File: src/rtl/instr_stream_pkg.sv
// instr_stream_pkg: framing constants and FSM states shared by both ends of the byte-load protocol
package instr_stream_pkg;
    localparam logic [7:0] START_BYTE = 8'hFE;
    localparam logic [7:0] END_BYTE = 8'hFF;
    localparam logic [7:0] ESC_BYTE = 8'h00;
    localparam int BYTES_PER_WORD = 4;
    typedef enum logic [1:0] {IDLE, START, DATA, END} tx_state_e;
    function automatic logic [7:0] word_byte(input logic [31:0] w, input logic [1:0] i);
        return 8'(w >> {~i, 3'b000});
    endfunction
endpackage

File: src/rtl/instr_stream_tx.sv
// instr_stream_tx: streams a framed, escaped run of 32-bit words from a source memory, one byte per clock
import instr_stream_pkg::*;
module instr_stream_tx #(
    parameter int AW = 6,
    parameter logic [7:0] IDLE_BYTE = 8'h00
) (
    input  logic          clk,
    input  logic          reset,
    input  logic          start_i,
    input  logic [AW:0]   num_words_i,
    input  logic          abort_i,
    output logic          src_rd_o,
    output logic [AW-1:0] src_addr_o,
    input  logic [31:0]   src_data_i,
    output logic [7:0]    byte_o,
    output logic          byte_valid_o,
    output logic          busy_o,
    output logic          done_o,
    output logic          ff_sub_o
);
    localparam logic [AW:0] MAX_N = {1'b1, {AW{1'b0}}};
    localparam logic [1:0] LAST = 2'(BYTES_PER_WORD - 1);
    tx_state_e state, state_n;
    logic [AW:0] n, n_start, left, rd_addr;
    logic [1:0] cnt;
    logic [31:0] cur, nxt, word;
    logic [7:0] raw, byte_n;
    logic rd_q;
    assign src_addr_o = rd_addr[AW-1:0];
    assign busy_o = state != IDLE;
    assign byte_valid_o = busy_o;
    assign done_o = state == END;
    // Word 0 is read in the start cycle and bypassed straight in; later words are prefetched into nxt.
    always_comb begin
        n_start = num_words_i > MAX_N ? MAX_N : num_words_i;
        word = state == START ? src_data_i : cnt == LAST ? nxt : cur;
        raw = word_byte(word, state == START ? 2'd0 : cnt + 2'd1);
        state_n = state;
        unique case (state)
            IDLE:    state_n = start_i ? START : IDLE;
            START:   state_n = (abort_i || n == '0) ? END : DATA;
            DATA:    state_n = (abort_i || (cnt == LAST && left == '0)) ? END : DATA;
            default: state_n = IDLE;
        endcase
        byte_n = state_n == START ? START_BYTE :
                 state_n == END   ? END_BYTE :
                 state_n == DATA  ? (raw == END_BYTE ? ESC_BYTE : raw) : IDLE_BYTE;
        src_rd_o = (state == IDLE && start_i && n_start != '0) ||
                   (state == DATA && cnt == 2'd0 && rd_addr < n && !abort_i);
    end
    always_ff @(posedge clk or posedge reset) begin
        if (reset) begin
            state <= IDLE;
            byte_o <= IDLE_BYTE;
            ff_sub_o <= 1'b0;
            n <= '0;
            left <= '0;
            rd_addr <= '0;
            cnt <= 2'd0;
            cur <= '0;
            nxt <= '0;
            rd_q <= 1'b0;
        end else begin
            state <= state_n;
            byte_o <= byte_n;
            rd_q <= src_rd_o;
            cnt <= state == DATA ? cnt + 2'd1 : 2'd0;
            rd_addr <= state == END ? '0 : src_rd_o ? rd_addr + 1'b1 : rd_addr;
            left <= state == START ? n - 1'b1 : (state == DATA && cnt == LAST) ? left - 1'b1 : left;
            ff_sub_o <= (state == IDLE && start_i) ? 1'b0 : ff_sub_o | (state_n == DATA && raw == END_BYTE);
            if (state == IDLE && start_i)
                n <= n_start;
            if (state == START)
                cur <= src_data_i;
            else if (state == DATA && cnt == LAST)
                cur <= nxt;
            if (state == DATA && rd_q)
                nxt <= src_data_i;
        end
    end
endmodule

File: config.mk
export PLATFORM = sky130hd
export DESIGN_NAME = instr_stream_tx
export DESIGN_NICKNAME = d
export VERILOG_FILES = /design/src/rtl/instr_stream_pkg.sv /design/src/rtl/instr_stream_tx.sv
export SDC_FILE = /design/constraint.sdc
export NUM_CORES = 1
export LEC_CHECK = 0
export BUFFER_PORTS_ARGS = -buffer_cell sky130_fd_sc_hd__buf_2
export CORE_ASPECT_RATIO = 0.8
export CORE_MARGIN = 3
export CORE_UTILIZATION = 63
export CTS_CLUSTER_SIZE = 10
export DETAILED_ROUTE_END_ITERATION = 16
export PLACE_DENSITY_LB_ADDON = 0.12
export SYNTH_ARGS = -nofsm -noshare
export SYNTH_HDL_FRONTEND = slang
export SYNTH_SLANG_ARGS = --single-unit
File: constraint.sdc
create_clock -name clk -period 4.3 [get_ports clk]
set_input_delay 0.43 -clock clk [delete_from_list [all_inputs] [get_ports clk]]
set_output_delay 0.43 -clock clk [all_outputs]
set_load 0.02 [all_outputs]
==> results.ini <==
[outcome]
run_status=finished clean

[worst_setup_path]
timing.setup.critical_path_class=reg -> reg
critPathLaunch=cnt[0]$_DFF_PP0_
timing.reg2reg.setup_slack_ps=1140
worstPathCellList=inv_1, ha_1, nand2b_1, a211oi_1, o41ai_1, nand4_1, or2_1, a31o_1
reg2reg_from=cnt[0]$_DFF_PP0_
worstSetupStartpointType=flop
critical_path_required_ps=4570
timing.rr.end=byte_o[1]$_DFF_PP0_
end_kind=flop
worst_path_largest_cell_delay_ps=670
critPathArrivalTime_ps=3430
depth_of_the_worst_register_to_register_path=8
cp_max_fo=19
critical_path.slowest_cell=dfrtp_1

[route]
remaining_drc_errors=0
drt.antenna.violating_nets=0
routed_wire_length_per_instance_um=18.14
first_pass_iters=4
routed-via-count=3977
routed_wl_um=11880
vias_per_cell=6.072
drt_first_iter_violations=407

[layout]
final_cell_count_no_fill=655
final_design_area_excluding_fillers_um2=5744
area.growth.synth_to_final_pct=8.483
final_common_cell=dfrtp_1
final_cell_mix=dfrtp_1 (99), nand2_1 (65), buf_2 (61), mux2i_1 (43), o21ai_0 (40)
nNetsFinal=599
diodes=0
final_layout_size_suffix_gt1_share_pct=23.95

[worst_hold_path]
worst_hold_path_type=in -> async

[place]
place_inst=639
dpl_wire_length_um=8435
placement.io_buffers=61
place.gp.congestion=0.8516
placed_area_um2=5568

[global_route]
grt_antenna_before_repair=1
grt_max_degree=74
first_global_vias=3764
first_pass_grt_wire_length_um=18940
global_route.overflow_total=0
grt_use_total_pct=25.95

[synthesis]
yosys.area.top_type=dfrtp_1
synth_seq_area_share_pct=46.79
synth_area_um2=5295
postSynth.topFlopCell=dfrtp_1
syn_nets=557
synth_cell_types=49
postSynthRegisterBits=99
ffs_w_async_s_r_synth_pct=100.0
synth.yosys.warnings=0
yosys-top-cells-area=dfrtp_1 (47%), mux2_2 (8.3%), mux2i_1 (8.1%), nand2_1 (4.6%), o21ai_0 (3.8%)
post_syn_area_per_cell_um2=10.59
netlist_instances=500
synth_enable_flop_cells=0
area_share_of_the_leading_cell_type_in_the_synthesized_netlist_pct=46.79

[timing]
finalSetupViolCount=0
min_period_over_period_pct=73.43
tns_ps=0
slew_headroom_pct=27.41
final_period_minus_worst_setup_slack_ps=3158
grt_setup_unrepaired=false
clock-skew-final_ps=10.36
max_clock_freq_ghz=0.3167
maxSlewViolCount=0
finalHoldViolCount=0
worst_slew_pin_slew_ps=1089

[floorplanning]
chipWidth_um=108.5
coreArea_um2=8055
die-height_um=88
core_rows=29
initial_standard_cell_utilization_of_the_core_pct=65.73
die_area_um2=9548
io_pins=62

[clock_network]
cts_buffers=9
cts_buffer_depth=2
ctsHtreeMaxLevel=3
reg_clk_slew_reported_paths_ps=100
tritoncts_clock_tree=yes
post_cts_sizing=0
clk-insertion-delay-late_ps=380
cts.sink_count=99
cts_hold_repair.buffers=0
cts_setup_buffers=0
cts_root_buf=clkbuf_8

[power_and_ir_drop]
p_leak_uw=0.002438
powerDensity_nw_per_um2=755.4
peakVddDrop_uv=363.9

[run]
drv.max_cap_violation_count=0

## through the flow
stage               setup slack (ps)  utilization [%]  hold slack (ps)  total power (uW)
finish                          1142            71.31            239.2              4339
global route                   855.6            71.31            270.0              4662
CTS                             1192            71.31            251.6              4340
detailed placement              1218            69.12            507.3              3775
global placement                1345            69.12            488.3              3689
floorplan                       1280                -            493.3              3268
## where the power goes
part | internal [uW] | switching [uW] | leakage, uW
Combinational | 916 | 1120 | 0.00117
Clock | 214 | 340 | 0.0000900
Sequential | 1390 | 356 | 0.00118
## kinds of logic (layout without fill, tap and decap cells)
logic type	Yosys count	in the layout	share of synthesized area, %
DFF	99	99	46.79
xor gates and xnor gates	10	10	1.654
and+or+nand+nor	138	138	12.45
AOI/OAI and AO/OA	95	95	11.34
muxes	87	87	18.76
adders and majority gates	14	14	3.308
buffers and inverters	57	104	5.695
## synthesized netlist by cell type, types with 6 or more instances
cell,count
nor3_1,12
ha_1,14
nand2_1,65
o21ai_0,40
xnor2_1,6
nor2_1,20
a2111oi_0,8
inv_1,19
a21oi_1,12
buf_4,8
clkbuf_1,13
mux2i_1,43
a31o_1,7
mux2_2,39
a31oi_1,8
dfrtp_1,99
nor2b_1,7
buf_2,7
## worst max-delay path by stage
stage	to	slack, ps	cells past startpoint
CTS	byte_o[1]$_DFF_PP0_	1190	8
global placement	byte_o[2]$_DFF_PP0_	1350	8
global route	ff_sub_o$_DFF_PP0_	860	8
finish	byte_o[1]$_DFF_PP0_	1140	8
floorplan	byte_o[0]$_DFF_PP0_	1280	1
detailed placement	byte_o[1]$_DFF_PP0_	1220	8
## worst max-delay path: cells and delay by family, from the launching register on
| kind | cells | cell delay, ps |
|---|---|---|
| flops | 1 | 670 |
| buf+inv | 1 | 100 |
| compound gates | 3 | 870 |
| fa+ha+maj | 1 | 530 |
| simple gates | 3 | 870 |
## final cells by class
type / instances / area, um^2
clock inverter: 7 / 52.55
clock buffer: 9 / 123.9
fill: 624 / 2311
multi-input combinational: 344 / 2520
sequential: 99 / 2477
tap: 108 / 135.1
timing repair buffer: 68 / 357.8
inverter: 20 / 77.57
## state kept, by name, summed over array words and instances, names as in the netlist
signal    count
cur          32
rd_q          1
nxt          32
n             7
left          7
rd_addr       7
byte_o        8
cnt           2
ff_sub_o      1
state         2
## per-layer routing
metal | share of wire [%] | up-vias | track usage (%)
li1 | - | 1861 | -
met1 | 49 | 1981 | 38.13
met2 | 43 | 112 | 38.03
met3 | 5.3 | 21 | 6.116
met4 | 1.9 | 2 | 8.945
met5 | 0.10 | - | 0
(Power assumes the default switching activity.)
